## config.mk

```make
export PLATFORM = sky130hd
export DESIGN_NAME = n64_apb_multi_interface
export DESIGN_NICKNAME = d
export VERILOG_FILES = /design/src/rtl/n64_apb_multi_interface.sv
export SDC_FILE = /design/constraint.sdc
export NUM_CORES = 1
export LEC_CHECK = 0
export ABC_AREA = 1
export CELL_PAD_IN_SITES_DETAIL_PLACEMENT = 0
export CELL_PAD_IN_SITES_GLOBAL_PLACEMENT = 1
export CORE_MARGIN = 2
export CORE_UTILIZATION = 43
export DETAILED_ROUTE_END_ITERATION = 7
export GPL_ROUTABILITY_DRIVEN = 1
export GPL_TIMING_DRIVEN = 0
export PLACE_DENSITY_LB_ADDON = 0.1
export SLEW_MARGIN = 30
export SYNTH_ARGS = -nofsm -noshare
export SYNTH_HDL_FRONTEND = slang
export SYNTH_SLANG_ARGS = --single-unit
```

## constraint.sdc

```tcl
create_clock -name PCLK -period 36.3 [get_ports PCLK]
set_clock_uncertainty 0.2 [all_clocks]
set_input_delay 7.26 -clock PCLK [delete_from_list [all_inputs] [get_ports PCLK]]
set_output_delay 7.26 -clock PCLK [all_outputs]
set_load 0.005 [all_outputs]
```

## src/rtl/n64_apb_multi_interface.sv

```systemverilog
`default_nettype none
// ============================================================================
// Module   : n64_apb_multi_interface
// Purpose  : APB3 slave that commands and reads up to NUM_CH N64 controller
//            engines. Each channel has an IDLE/RESETTING/POLLING state machine
//            with a timed reset pulse, a latched button word, a sticky change
//            register (read-to-clear) and an interrupt status bit. One level
//            interrupt is raised when any enabled channel's buttons change.
// Ports    : PCLK/PRESET          - clock, asynchronous active-high reset
//            PSEL..PWDATA         - APB3 request
//            PRDATA/PREADY/PSLVERR- APB3 response (PRDATA registered)
//            polling_enable[n]    - engine n polls continuously
//            controller_reset[n]  - engine n sends its reset byte
//            button_data/valid    - per-channel button samples (32b each)
//            irq                  - registered level interrupt
// Register map (byte address, [7:0] decoded):
//            0x10*n+0x0 CMD(W)/STATE(R), +0x4 BUTTONS(R), +0x8 CHANGED(R,RC)
//            0xF0 IRQ_STATUS (R, W1C), 0xF4 IRQ_ENABLE (R/W)
// Revision : 1.0 - initial release
// ============================================================================
module n64_apb_multi_interface #(
    parameter int NUM_CH       = 4,
    parameter int RESET_CYCLES = 16
) (
    input  logic                   PCLK,
    input  logic                   PRESET,
    input  logic                   PSEL,
    input  logic                   PENABLE,
    input  logic                   PWRITE,
    input  logic [31:0]            PADDR,
    input  logic [31:0]            PWDATA,
    output logic [31:0]            PRDATA,
    output logic                   PREADY,
    output logic                   PSLVERR,
    output logic [NUM_CH-1:0]      polling_enable,
    output logic [NUM_CH-1:0]      controller_reset,
    input  logic [32*NUM_CH-1:0]   button_data,
    input  logic [NUM_CH-1:0]      button_valid,
    output logic                   irq
);

    localparam int                 c_CNT_W     = $clog2(RESET_CYCLES + 1);
    localparam logic [c_CNT_W-1:0] c_RESET_CNT = c_CNT_W'(RESET_CYCLES);
    localparam logic [c_CNT_W-1:0] c_CNT_ONE   = c_CNT_W'(1);
    localparam logic [3:0]         c_NUM_CH    = 4'(NUM_CH);
    // Channel slots addressable by PADDR[7:4]; unused slots read as zero.
    localparam int                 c_SLOTS     = 16;

    localparam logic [1:0] c_IDLE      = 2'd0;
    localparam logic [1:0] c_RESETTING = 2'd1;
    localparam logic [1:0] c_POLLING   = 2'd2;

    localparam logic [31:0] c_CMD_RESET = 32'h0000_00FF;
    localparam logic [31:0] c_CMD_POLL  = 32'h0000_0001;

    // ------------------------------------------------------------------
    // Address decode
    // ------------------------------------------------------------------
    logic [7:0]  w_addr;
    logic [3:0]  w_ch_idx;
    logic [3:0]  w_reg_off;
    logic        w_is_ch;
    logic        w_is_status;
    logic        w_is_enable;
    logic        w_mapped;
    logic        w_access;
    logic        w_wr;
    logic        w_rd_access;
    logic        w_status_w1c;
    logic        w_unused_addr;

    assign w_addr        = PADDR[7:0];
    assign w_ch_idx      = w_addr[7:4];
    assign w_reg_off     = w_addr[3:0];
    assign w_is_ch       = (w_ch_idx < c_NUM_CH) &&
                           ((w_reg_off == 4'h0) || (w_reg_off == 4'h4) || (w_reg_off == 4'h8));
    assign w_is_status   = (w_addr == 8'hF0);
    assign w_is_enable   = (w_addr == 8'hF4);
    assign w_mapped      = w_is_ch || w_is_status || w_is_enable;
    assign w_access      = PSEL && PENABLE;
    assign w_wr          = w_access && PWRITE && w_mapped;
    assign w_rd_access   = w_access && !PWRITE;
    assign w_status_w1c  = w_wr && w_is_status;
    assign w_unused_addr = ^PADDR[31:8];

    assign PREADY  = 1'b1;
    assign PSLVERR = w_access && !w_mapped;

    // Per-slot views used by the read mux
    logic [1:0]  w_state_all   [c_SLOTS];
    logic [31:0] w_buttons_all [c_SLOTS];
    logic [31:0] w_changed_all [c_SLOTS];
    logic [NUM_CH-1:0] w_diff_nz;

    // ------------------------------------------------------------------
    // Channels
    // ------------------------------------------------------------------
    for (genvar n = 0; n < c_SLOTS; n++) begin : g_slot
        if (n < NUM_CH) begin : g_ch
            logic [1:0]         r_state;
            logic [1:0]         w_state_nxt;
            logic [c_CNT_W-1:0] r_cnt;
            logic [c_CNT_W-1:0] w_cnt_nxt;
            logic [31:0]        r_buttons;
            logic [31:0]        r_changed;
            logic [31:0]        w_new;
            logic [31:0]        w_diff;
            logic               w_cmd_wr;
            logic               w_chg_rc;
            logic               w_cr;
            logic               w_pe;

            assign w_cmd_wr = w_wr && (w_ch_idx == 4'(n)) && (w_reg_off == 4'h0);
            assign w_chg_rc = w_rd_access && (w_ch_idx == 4'(n)) && (w_reg_off == 4'h8);
            assign w_new    = button_data[32*n +: 32];
            assign w_diff   = button_valid[n] ? (w_new ^ r_buttons) : 32'd0;

            // State register
            always_ff @(posedge PCLK or posedge PRESET) begin
                if (PRESET) begin
                    r_state <= c_RESETTING;
                    r_cnt   <= c_RESET_CNT;
                end else begin
                    r_state <= w_state_nxt;
                    r_cnt   <= w_cnt_nxt;
                end
            end

            // Next state: a command always overrides the current state.
            // The counter is decremented on every RESETTING edge; leaving on
            // the edge where it hits zero gives exactly RESET_CYCLES cycles.
            always_comb begin
                w_state_nxt = r_state;
                w_cnt_nxt   = r_cnt;
                if (w_cmd_wr) begin
                    if (PWDATA == c_CMD_RESET) begin
                        w_state_nxt = c_RESETTING;
                        w_cnt_nxt   = c_RESET_CNT;
                    end else if (PWDATA == c_CMD_POLL) begin
                        w_state_nxt = c_POLLING;
                    end else begin
                        w_state_nxt = c_IDLE;
                    end
                end else begin
                    case (r_state)
                        c_IDLE:      w_state_nxt = c_IDLE;
                        c_POLLING:   w_state_nxt = c_POLLING;
                        c_RESETTING: begin
                            if (r_cnt <= c_CNT_ONE) begin
                                w_state_nxt = c_IDLE;
                                w_cnt_nxt   = '0;
                            end else begin
                                w_cnt_nxt   = r_cnt - c_CNT_ONE;
                            end
                        end
                        default:     w_state_nxt = c_IDLE;
                    endcase
                end
            end

            // Outputs
            always_comb begin
                w_cr = (r_state == c_RESETTING);
                w_pe = (r_state == c_POLLING);
            end

            // Button capture; a read-clear in the same cycle keeps the new diff
            always_ff @(posedge PCLK or posedge PRESET) begin
                if (PRESET) begin
                    r_buttons <= '0;
                    r_changed <= '0;
                end else begin
                    if (button_valid[n]) begin
                        r_buttons <= w_new;
                    end
                    if (w_chg_rc) begin
                        r_changed <= w_diff;
                    end else begin
                        r_changed <= r_changed | w_diff;
                    end
                end
            end

            assign controller_reset[n] = w_cr;
            assign polling_enable[n]   = w_pe;
            assign w_diff_nz[n]        = |w_diff;
            assign w_state_all[n]      = r_state;
            assign w_buttons_all[n]    = r_buttons;
            assign w_changed_all[n]    = r_changed;
        end else begin : g_pad
            assign w_state_all[n]   = 2'd0;
            assign w_buttons_all[n] = 32'd0;
            assign w_changed_all[n] = 32'd0;
        end
    end

    // ------------------------------------------------------------------
    // Interrupt status / enable / read data
    // ------------------------------------------------------------------
    logic [NUM_CH-1:0] r_irq_status;
    logic [NUM_CH-1:0] r_irq_enable;
    logic [31:0]       w_rdata;

    always_comb begin
        w_rdata = '0;
        if (w_is_status) begin
            w_rdata[NUM_CH-1:0] = r_irq_status;
        end else if (w_is_enable) begin
            w_rdata[NUM_CH-1:0] = r_irq_enable;
        end else if (w_is_ch) begin
            case (w_reg_off)
                4'h0:    w_rdata = {30'd0, w_state_all[w_ch_idx]};
                4'h4:    w_rdata = w_buttons_all[w_ch_idx];
                4'h8:    w_rdata = w_changed_all[w_ch_idx];
                default: w_rdata = '0;
            endcase
        end
    end

    // A new change sets the status even if firmware clears it this cycle.
    always_ff @(posedge PCLK or posedge PRESET) begin
        if (PRESET) begin
            r_irq_status <= '0;
        end else begin
            for (int i = 0; i < NUM_CH; i++) begin
                if (w_diff_nz[i]) begin
                    r_irq_status[i] <= 1'b1;
                end else if (w_status_w1c && PWDATA[i]) begin
                    r_irq_status[i] <= 1'b0;
                end
            end
        end
    end

    // PRDATA is captured at the setup edge so it is stable for the access phase.
    always_ff @(posedge PCLK or posedge PRESET) begin
        if (PRESET) begin
            r_irq_enable <= '0;
            PRDATA       <= '0;
            irq          <= 1'b0;
        end else begin
            if (w_wr && w_is_enable) begin
                r_irq_enable <= PWDATA[NUM_CH-1:0];
            end
            if (PSEL && !PENABLE && !PWRITE) begin
                PRDATA <= w_rdata;
            end
            irq <= |(r_irq_status & r_irq_enable);
        end
    end

endmodule
`default_nettype wire

```

==> results.json <==
{
  "crit_fanout": 8,
  "tns_ns": 0,
  "grt_pass1_vias": 15181,
  "synth_mux_area_share_pct": 0,
  "drtIter0Drc": 1417,
  "htreeDepth": 2,
  "min_period_over_period_pct": 46.0,
  "critPathKind": "input port to output port",
  "synth_area_um2": 16400,
  "wl_met1_um": 25900,
  "rsz0062_at_grt": "no",
  "mostFrequentLayoutCells": "475 x nand2_1, 398 x o21ai_0, 317 x dfrtp_1",
  "fmaxAchievable_mhz": 59.8,
  "worst_ep_required_time_ns": 28.84,
  "start_util_pct": 43.6,
  "run_status": "complete, no violations",
  "clkSinkCount": 325,
  "tightest_slew_ns": 0.888,
  "drive_gt1_share_pct": 5.15,
  "crit_end": "PSLVERR",
  "maxSlewHeadroom_pct": 40.8,
  "wl_per_cell_um": 20.4,
  "fin_nets": 2604,
  "synthXorXnorAreaFrac_pct": 0.427,
  "top_layer": "met4",
  "place_ws_ns": 19.60,
  "cts_buffers": 39,
  "dpl.hpwl_um": 46500,
  "reg2reg_slack_ns": 34.13,
  "cts_setup_buffers": 0,
  "placeableCoreArea_um2": 37700,
  "dr_wl_met3_um": 5160,
  "synth_cell_types": 33,
  "clkTransAtPathRegs_ns": 0.06,
  "start_kind": "input port",
  "hold_viol_final": 0,
  "vias_per_cell": 5.46,
  "yosys_register_bits": 325,
  "syn_to_final_growth_pct": 26.3,
  "cp.arrival_ns": 9.25,
  "final_antenna_net_count": 0,
  "cts_resized": 0,
  "antenna_found_initial": 1,
  "syn_nets": 2344,
  "worst_slack_ns": 19.59,
  "p_leak_nw": 10.1,
  "r2r_start": "g_slot[1].g_ch.r_buttons[1]",
  "vdd_drop_max_mv": 0.0302,
  "yosys.area_share.simple_pct": 18.9,
  "grt_start_max_net_pins": 85,
  "r2r_end": "r_irq_status[1]",
  "clock_latency_ns": 0.55,
  "die_x_um": 199,
  "slew_viol_final": 0,
  "grt-ovfl-total": 0,
  "row_count": 71,
  "synthesis.area_per_instance_um2": 7.69,
  "yosysSeqAreaShare_pct": 49.6,
  "yosysWarnings": 0,
  "crit_start": "PADDR[4]",
  "synth_cells": 2135,
  "met2_length_um": 27200,
  "setup_viol": 0,
  "cts_root_buf": "clkbuf_16",
  "cts_tree": "done",
  "synthAdderAreaFrac_pct": 0.610,
  "cellPowerDensity_nw_per_um2": 44.7,
  "postCtsHoldBufs": 0,
  "ios": 244,
  "yosys.area.top_type_share_pct": 48.3,
  "min_path_type": "flop to flop",
  "place.gp.congestion": 0.919,
  "synthTopCellsByArea": "dfrtp_1 48%, o21ai_0 12%, nand2_1 11%",
  "r2r_cells": 6,
  "first_pass_iters": 6,
  "wl_um": 60100,
  "end_kind": "output port",
  "synth_top_family_by_area": "compound AO/OA/AOI/OAI gates",
  "synth_top_area_cell": "dfrtp_1",
  "routed-via-count": 16053,
  "post-route-min-period_ns": 16.71,
  "port_buffers": 215,
  "final_common_cell": "nand2_1",
  "die_area_um2": 39800,
  "grt_pass1_wl_um": 89800,
  "synth_compound_area_share_pct": 21.1,
  "grt_use_total_pct": 30.4,
  "die_h_um": 199,
  "cts_max_path_buffers": 3,
  "drc_errors": 0,
  "maxCapViolCount": 0
}
==> metal layers <==
metal | track usage, % | vias up
met1 | 42.6 | 7657
li1 | - | 7587
met2 | 48.7 | 702
met5 | 0 | -
met3 | 5.03 | 107
met4 | 8.97 | 0
==> where the power goes <==
| group | total, W | leakage [nW] | switching (W) | internal, W |
|---|---|---|---|---|
| clock | 0.000424 | 0.694 | 0.000162 | 0.000262 |
| combinational | 0.000116 | 5.80 | 0.0000741 | 0.0000419 |
| sequential | 0.000387 | 3.59 | 0.0000110 | 0.000376 |
==> through the flow <==
step                      utilization [%]  hold WS, ns  instance area (um^2)  power [W]  cells
after floorplan                         -        0.265                 16400   0.000447   2135
after global placement               51.0        0.269                 19200   0.000505   2861
after detailed placement             51.3        0.266                 19300   0.000508   2865
after CTS                            55.0        0.283                 20700   0.000930   2937
after global routing                 55.0        0.306                 20700   0.000959   2938
final                                55.0        0.280                 20700   0.000928   2938
==> registers in the layout, summed over array words and instances (netlist names) <==
register               flops
PRDATA                    32
r_irq_enable               4
g_slot.g_ch.r_cnt         20
g_slot.g_ch.r_buttons    128
g_slot.g_ch.r_changed    128
irq                        1
g_slot.g_ch.r_state        8
r_irq_status               4
==> cells by family after synthesis <==
kind of cell             after synthesis
adder cells (fa/ha/maj)                8
flip-flops                           325
buffers and inverters                398
other                                  1
AND/OR/NAND/NOR                      742
AO/OA/AOI/OAI                        653
XOR/XNOR                               8
==> area by class of cell <==
cell class	count	area, um^2
antenna	1	2.50
inverter	296	1120
clock inverter	15	214
buffer	102	425
sequential	325	8140
timing repair buffer	219	2260
tap	511	639
fill	3656	16900
clock buffer	57	1180
multi-input combinational	1412	6740
==> critical path, cell delays in order <==
cell	delay, ns
clkdlybuf4s50_1	0.60
nand2_2	0.25
nor2_4	0.26
nand2_2	0.15
nand3_2	0.22
nor2_1	0.06
clkdlybuf4s50_1	0.44
==> cell usage after synthesis (all sizes together) <==
cell    instances
a21oi         116
a22oi          14
a31oi           4
buf            21
clkbuf         81
clkinv          4
conb            1
dfrtp         317
dfstp           8
ha              8
inv           292
nand2         479
nand3          78
nand3b          1
nand4          36
nor2          129
nor3           12
nor4            3
o211ai          1
o21ai         400
o22ai         118
or2             3
or3             1
xor2            8
==> how the worst min path moves through the flow <==
stage                                from         end  slack [ns]  cells after the start
final                          PRDATA[31]  PRDATA[31]        0.28                      2
after global routing           PRDATA[21]  PRDATA[21]        0.31                      2
after CTS                      PRDATA[31]  PRDATA[31]        0.28                      2
after detailed placement       PRDATA[31]  PRDATA[31]        0.27                      2
after global placement         PRDATA[30]  PRDATA[30]        0.27                      2
after floorplan           r_irq_status[3]         irq        0.26                      2
No activity file was read; power rests on OpenSTA's default activity.
